**config.mk**
```make
export PLATFORM = sky130hd
export DESIGN_NAME = seq_tx
export DESIGN_NICKNAME = d
export VERILOG_FILES = /design/src/rtl/seq_tx_pkg.sv /design/src/rtl/seq_tx_shifter.sv /design/src/rtl/seq_tx.sv
export SDC_FILE = /design/constraint.sdc
export NUM_CORES = 1
export LEC_CHECK = 0
export CORE_MARGIN = 4
export CORE_UTILIZATION = 50
export CTS_CLUSTER_DIAMETER = 60
export DETAILED_ROUTE_END_ITERATION = 10
export DONT_BUFFER_PORTS = 1
export PLACE_DENSITY = 0.65
export SLEW_MARGIN = 20
export SYNTH_ARGS = -nofsm -noshare
export SYNTH_HDL_FRONTEND = slang
export SYNTH_SLANG_ARGS = --single-unit
```
**constraint.sdc**
```tcl
create_clock -name clk -period 2.9 [get_ports clk]
set_input_delay 0.725 -clock clk [delete_from_list [all_inputs] [get_ports clk]]
set_output_delay 0.725 -clock clk [all_outputs]
set_load 0.02 [all_outputs]
```
**src/rtl/seq_tx_pkg.sv**
```systemverilog
`default_nettype none
// ============================================================================
// Module   : seq_tx_pkg
// Purpose  : Shared state encoding, frame flag and run-length helper for seq_tx.
// Revision : 1.0  initial release
// ============================================================================
package seq_tx_pkg;

    typedef enum logic [2:0] {
        ST_IDLE   = 3'd0,
        ST_FLAG   = 3'd1,
        ST_DATA   = 3'd2,
        ST_STUFF  = 3'd3
`ifdef SEQ_TX_PARITY_EN
        , ST_PARITY = 3'd4
`endif
    } state_t;

    localparam logic [3:0] C_FLAG_BITS = 4'b1110;
    localparam int         C_FLAG_LEN  = 4;
    localparam logic [1:0] C_RUN_MAX   = 2'd2;

    function automatic logic [1:0] next_run(input logic [1:0] run, input logic b);
        return b ? run + 2'd1 : 2'd0;
    endfunction

endpackage
`default_nettype wire

```
**src/rtl/seq_tx_shifter.sv**
```systemverilog
`default_nettype none
// ============================================================================
// Module   : seq_tx_shifter
// Purpose  : Payload shift register (MSB first) with emitted-bit index.
// Revision : 1.0  initial release
// ============================================================================
module seq_tx_shifter #(
    parameter int DATA_W = 8
) (
    input  logic              clk,
    input  logic              reset,
    input  logic              load,
    input  logic              shift,
    input  logic [DATA_W-1:0] load_data,
    output logic              msb,
    output logic              empty
);

    localparam int C_IDX_W = $clog2(DATA_W + 1);

    logic [DATA_W-1:0]  r_sreg;
    logic [C_IDX_W-1:0] r_idx;

    always_ff @(posedge clk or negedge reset) begin
        if (!reset) begin
            r_sreg <= '0;
            r_idx  <= '0;
        end else if (load) begin
            r_sreg <= load_data;
            r_idx  <= '0;
        end else if (shift) begin
            r_sreg <= {r_sreg[DATA_W-2:0], 1'b0};
            r_idx  <= r_idx + C_IDX_W'(1);
        end
    end

    assign msb   = r_sreg[DATA_W-1];
    assign empty = (r_idx == C_IDX_W'(DATA_W));

endmodule
`default_nettype wire

```
**src/rtl/seq_tx.sv**
```systemverilog
`default_nettype none
// ============================================================================
// Module   : seq_tx
// Purpose  : Serial frame transmitter: flag 1110, bit-stuffed payload, optional
//            even parity (enabled by defining SEQ_TX_PARITY_EN).
// Revision : 1.0  initial release
// ============================================================================
module seq_tx
    import seq_tx_pkg::*;
#(
    parameter int DATA_W = 8
) (
    input  logic              clk,
    input  logic              reset,
    input  logic              start,
    input  logic [DATA_W-1:0] data,
    output logic              out,
    output logic              busy,
    output logic              done
);

    state_t                  r_state;
    logic [C_FLAG_LEN-2:0]   r_flag_sr;
    logic [2:0]              r_flag_left;
    logic [1:0]              r_run;
    logic                    r_out;
    logic                    r_busy;
    logic                    r_done;
`ifdef SEQ_TX_PARITY_EN
    logic                    r_par;
    logic                    r_par_sent;
`endif

    logic w_load;
    logic w_shift;
    logic w_flag_active;
    logic w_field;
    logic w_sh_msb;
    logic w_sh_empty;

    // w_field: this edge emits a field bit (payload/parity) or ends the frame
    // rather than a flag bit or a stuffed zero.
    assign w_flag_active = (r_state == ST_FLAG) && (r_flag_left != 3'd0);
    assign w_field       = (r_state != ST_IDLE) && !w_flag_active && (r_run != C_RUN_MAX);
    assign w_load        = (r_state == ST_IDLE) && start;
    assign w_shift       = w_field && !w_sh_empty;

    seq_tx_shifter #(
        .DATA_W    (DATA_W)
    ) u_shifter (
        .clk       (clk),
        .reset     (reset),
        .load      (w_load),
        .shift     (w_shift),
        .load_data (data),
        .msb       (w_sh_msb),
        .empty     (w_sh_empty)
    );

    always_ff @(posedge clk or negedge reset) begin
        if (!reset) begin
            r_state     <= ST_IDLE;
            r_flag_sr   <= '0;
            r_flag_left <= '0;
            r_run       <= '0;
            r_out       <= 1'b0;
            r_busy      <= 1'b0;
            r_done      <= 1'b0;
`ifdef SEQ_TX_PARITY_EN
            r_par       <= 1'b0;
            r_par_sent  <= 1'b0;
`endif
        end else begin
            r_done <= 1'b0;
            if (r_state == ST_IDLE) begin
                r_out <= 1'b0;
                if (start) begin
                    r_state     <= ST_FLAG;
                    r_out       <= C_FLAG_BITS[C_FLAG_LEN-1];
                    r_busy      <= 1'b1;
                    r_flag_sr   <= C_FLAG_BITS[C_FLAG_LEN-2:0];
                    r_flag_left <= 3'(C_FLAG_LEN - 1);
                    r_run       <= 2'd0;
`ifdef SEQ_TX_PARITY_EN
                    r_par       <= ^data;
                    r_par_sent  <= 1'b0;
`endif
                end
            end else if (w_flag_active) begin
                r_out       <= r_flag_sr[C_FLAG_LEN-2];
                r_flag_sr   <= {r_flag_sr[C_FLAG_LEN-3:0], 1'b0};
                r_flag_left <= r_flag_left - 3'd1;
            end else if (!w_field) begin
                r_out   <= 1'b0;
                r_run   <= 2'd0;
                r_state <= ST_STUFF;
            end else if (!w_sh_empty) begin
                r_out   <= w_sh_msb;
                r_run   <= next_run(r_run, w_sh_msb);
                r_state <= ST_DATA;
            end
`ifdef SEQ_TX_PARITY_EN
            else if (!r_par_sent) begin
                r_out      <= r_par;
                r_run      <= next_run(r_run, r_par);
                r_par_sent <= 1'b1;
                r_state    <= ST_PARITY;
            end
`endif
            else begin
                r_out   <= 1'b0;
                r_busy  <= 1'b0;
                r_done  <= 1'b1;
                r_run   <= 2'd0;
                r_state <= ST_IDLE;
            end
        end
    end

    assign out  = r_out;
    assign busy = r_busy;
    assign done = r_done;

endmodule
`default_nettype wire

```
# After elaboration in Yosys (flattened, before gate mapping)
# Cells that the tools add are included.
# W data, S select, Z words.
# op_classes
mux	35
n_bitwise	0
mul	0
shift	0
n_eq_ne	5
order_cmp	0
add_sub_neg	3
n_reduce_logical	17
div_mod_pow	0
# op_table
operator	n
$mux W3	9
$mux W2	8
$mux W8	2
$mux W1	14
$mux W4	2
$reduce_bool A2 Y1	4
$reduce_bool A3 Y1	2
$logic_and A1 B1 Y1	5
$add A4 B1 Y4 const B	1
$eq A4 B4 Y1 const B	1
$ne A2 B2 Y1 const B	2
$reduce_and A2 Y1	2
$reduce_and A4 Y1	1
$eq A3 B1 Y1 const B	1
$logic_not A3 Y1	1
$sub A3 B1 Y3 const B	1
$add A2 B1 Y2 const B	1
$logic_not A1 Y1	2
$ne A2 B1 Y1 const B	1
# totals
latchBits	0
reg_bits	26
rom_bits	0
inputBits	11
ramBits	0
n_memories	0
out_inout_bits	3
elab_cells	69

# Longest topological paths before layout
# logic_depth
ltp_word	8
ltp_mapped	7
mapped_depth_nobuf	6

# By module
# From an unflattened synthesis, not the netlist that was laid out.
# hier_totals
cells_unflattened	108
area_unflattened_um2	1178.6
# modules_own_cells
module	cells_each	seq_area_each_um2	n_inst	area_each_um2
seq_tx	52	300.3	1	591.8
seq_tx_shifter	56	300.3	1	586.8

# Least setup slack after synthesis
# OpenSTA, ideal clock, no wires.
# synth_path
kind	register to register
start	register r_flag_left[0]
end	register u_shifter.r_sreg[1]
stages_incl_launch_ff	8
period_less_slack_ns	1.504
t_required_ns	2.776
setup_ns	0.124
n_path_buf	1
setup_slack_ns	1.396
t_arrival_ns	1.379
path_cell_list	dfrtp_1 inv_1 ha_1 and3b_4 o211a_4 buf_6 a22oi_1 nand2_1
# synth_via
elab_chain_cells	7
# synth_rtl
element	line	source
start: declaration	seq_tx.sv:24	logic [2:0] r_flag_left;
start signal: assignment	seq_tx.sv:82	r_flag_left <= 3'(C_FLAG_LEN - 1);
start signal: assignment	seq_tx.sv:92	r_flag_left <= r_flag_left - 3'd1;
$reduce_bool A3 Y1	seq_tx.sv:43	assign w_flag_active = (r_state == ST_FLAG) && (r_flag_left != 3'd0);
$logic_and A1 B1 Y1	seq_tx.sv:43	
$logic_not A1 Y1	seq_tx.sv:44	assign w_field = (r_state != ST_IDLE) && !w_flag_active && (r_run != C_RUN_MAX);
$logic_and A1 B1 Y1 (2 in series)	seq_tx.sv:44	
$logic_and A1 B1 Y1	seq_tx.sv:46	assign w_shift = w_field && !w_sh_empty;
$reduce_bool A2 Y1 (no line)	-	
end signal: assignment	seq_tx_shifter.sv:29	r_sreg <= load_data;
end signal: assignment	seq_tx_shifter.sv:32	r_sreg <= {r_sreg[DATA_W-2:0], 1'b0};
end: declaration	seq_tx_shifter.sv:21	logic [DATA_W-1:0] r_sreg;
# Every way passes these cells.
# A chain may end at the register's enable or synchronous reset.

# Worst setup path after layout
# layout_path
start	register r_state[1]
end	register r_flag_left[0]
# layout_via
elab_chain_cells	4
word_cells_on_any_way	7
classes_between	2 x eq/ne; 1 x mux; 4 x reduce/logical
# layout_rtl
element	line	source
start: declaration	seq_tx.sv:22	state_t r_state;
start signal: assignment	seq_tx.sv:62	r_state <= ST_IDLE;
start signal: assignment	seq_tx.sv:78	r_state <= ST_FLAG;
start signal: assignment	seq_tx.sv:96	r_state <= ST_STUFF;
$eq A3 B1 Y1	seq_tx.sv:43	
$logic_and A1 B1 Y1	seq_tx.sv:43	
$reduce_bool A2 Y1 (no line)	-	
$reduce_and A2 Y1 (no line)	-	
# Several ways; a longest one is shown, not always the timed one.

==> out/metrics.csv <==
stage,metric,value,unit
run_status,outcome,"finished, final reports clean",
clocking,post_cts_buffers,0,
clocking,cts_resized,0,
setup_path,critical_path_class,flop to flop,
setup_path,crit_chain,nor2_1 > and2_0 > nor3_1 > a21oi_1,
synthesis,synth_nets,130,
sta,skew,0.00327,ns
synthesis,synth_top_area_frac,0.527,
sta,whs,0.0952,ns
detailed_routing,vias,790,
detailed_routing,drtIter0Drc,5,
sta,maxSlewViolCount,0,
setup_path,r2r_end,r_flag_left[0],
floorplanning,start_util,0.520,
floorplanning,row_count,17,
global_route,antenna_found_initial,0,
synthesis,synth-seq-cells,24,
clocking,holdBufCountCts,0,
clocking,root_buffer,clkbuf_4,
synthesis,syn-cell-area,0.00114,mm2
floorplanning,ios,14,
detailed_routing,routedWlPerCell,13.7,um
sta,rsz0062_at_grt,no,
synthesis,synth_warnings,0,
global_route,overflow,0,
setup_path,rrSetupSlack,1.25,ns
synthesis,synth_area_leaders,"dfrtp_1 (53%), nand2_1 (7.6%), ha_1 (5.5%), nand3_1 (4.0%), a22oi_1 (2.6%)",
synthesis,syn_inst,114,
sta,tightest_slew,0.776,ns
layout,layout_commonest_cell,dfrtp_1,
sta,finalSetupViolations,0,
synthesis,ys_types,33,
placed_design,gp_congestion,0.706,
setup_path,startpoint,r_state[1],
clocking,cts.sinks,24,
floorplanning,chipHeight,55.7,um
synthesis,yosysTopAreaCell,dfrtp_1,
detailed_routing,vias_per_cell,5.60,
detailed_routing,ant_nets,0,
setup_path,cp_data_arrival_time,1.88,ns
setup_path,cp_top_family,simple AND/OR/NAND/NOR gates,
layout,final_cell_mix,"dfrtp_1 (24), nand2_1 (23), nand3_1 (9)",
placed_design,dpl.cell_count,138,
setup_path,crit_cells,4,
setup_path,cp-endpoint,r_flag_left[0],
pwr,ir_drop,0.506,mV
setup_path,cp_slowest_cell,and2_0,
layout,final_cells,141,
layout,layout.nets,131,
global_route,grt_first_pass_wirelength,3440,um
run,cap_violations,0,
clocking,clk_latency,0.30,ns
worst_hold_path,hold_class,primary input to async pin,
detailed_routing,drt_pre_antenna_iters,3,
clocking,clockBufferDepth,2,
placed_design,dp_hpwl,1370,um
layout,area_growth,2.86,%
placed_design,io_buffer_count,0,
synthesis,seq_area_frac_synth,0.527,
setup_path,end_kind,flop,
setup_path,startpoint_type,flop,
setup_path,slowest_delay,0.65,ns
setup_path,required,3.14,ns
sta,fmax,0.608,GHz
setup_path,r2r_start,r_state[1],
pwr,leakage,0.569,nW
floorplanning,die_area,0.00310,mm2
clocking,htree_levels,1,
global_route,grt_use_total,0.138,
sta,layout_min_cycle_time,1.65,ns
floorplanning,core-area,0.00219,mm2
clocking,cts_tree,yes,
setup_path,r2r_cells,4,
floorplanning,die-width,55.7,um
detailed_routing,drt_wl_total,1930,um
sta,period_share,0.567,
sta,final.setup.tns,0,ns
global_route,grt_pass1_vias,777,
pwr,cellPowerDensity,1070,mW/mm2
layout,antenna_cells,0,
synthesis,syn_area_per_cell,9.99,um2
layout,layout-drive-gt1-share,0.0619,
global_route,grt_max_degree,25,
sta,maxSlewHeadroom,0.483,
detailed_routing,drc,0,
setup_path,critPathBufInv,0,
clocking,cts_buffers,3,
setup_path,crit_fanout,14,
sta,hold_viol,0,
clocking,clk_pin_slew,0.12,ns
-- cells by family after synthesis --
group	Yosys count	synth area share
AOI/OAI and AO/OA	19	0.130
xor gates and xnor gates	2	0.0154
and+or+nand+nor	52	0.219
adders and majority gates	5	0.0549
muxes	1	0.00879
buffers and inverters	11	0.0451
DFF	24	0.527
-- stage by stage --
step           power [mW]  setup WS (ns)  cell area, um2  utilization
5_1_grt              1.37           1.10            1170        0.535
3_3_place_gp         1.10           1.27            1150        0.524
4_1_cts              1.27           1.24            1170        0.535
6_report             1.25           1.25            1170        0.535
3_5_place_dp         1.13           1.21            1150        0.524
2_1_floorplan        1.04           1.40            1140            -
-- per-layer routing --
metal / GRT usage / routed length (um) / vias to the layer above / share of wire
li1: - / - / 393 / -
met3: 0.0371 / 82 / 4 / 0.042
met4: 0.0590 / 24 / 0 / 0.012
met5: 0 / 0 / - / 0
met1: 0.183 / 933 / 382 / 0.48
met2: 0.213 / 894 / 11 / 0.46
-- synth_stat cells --
master / instances
a21oi_1: 5
a22oi_1: 4
a2bb2oi_1: 1
and2_0: 1
and3_1: 1
and3b_1: 1
and3b_4: 1
buf_2: 2
buf_6: 1
clkbuf_1: 1
dfrtp_1: 24
ha_1: 5
inv_1: 7
mux2i_1: 1
nand2_1: 23
nand2b_1: 1
nand3_1: 9
nand3b_1: 2
nand4b_1: 1
nor2_1: 7
nor2b_1: 1
nor3_1: 3
o211a_4: 1
o211ai_1: 1
o211ai_2: 1
o21ai_0: 1
o21ai_1: 2
o22a_1: 1
o31ai_2: 1
o32a_1: 1
or2_0: 1
xnor2_1: 1
xor2_1: 1
-- area by class of cell --
cell class | count | area (um2)
fill | 206 | 1020
sequential | 24 | 601
tap | 28 | 35.0
clock buffer | 3 | 22.5
multi-input combinational | 79 | 487
inverter | 7 | 26.3
-- worst min-delay path by stage --
stage	start	to	slack [ns]	depth (start not counted)
final	reset	r_flag_left[1]	0.1	0
after global routing	reset	u_shifter.r_sreg[7]	0.07	0
after CTS	reset	done	0.08	0
after detailed placement	reset	r_run[0]	0.43	0
after global placement	reset	r_run[0]	0.43	0
after floorplan	reset	busy	0.43	0
-- flip-flops by register name (all words and copies together) (netlist names) --
| register | count |
|---|---|
| u_shifter.r_idx | 4 |
| r_flag_left | 3 |
| done | 1 |
| r_flag_sr | 2 |
| busy | 1 |
| out | 1 |
| r_run | 2 |
| u_shifter.r_sreg | 8 |
| r_state | 2 |
-- where the power goes --
part           internal [mW]  leakage [nW]  switching (mW)
Sequential             0.479         0.295           0.123
Clock                 0.0484        0.0138          0.0909
Combinational          0.222         0.260           0.286
Note: power is estimated with default switching activity, not from simulation.
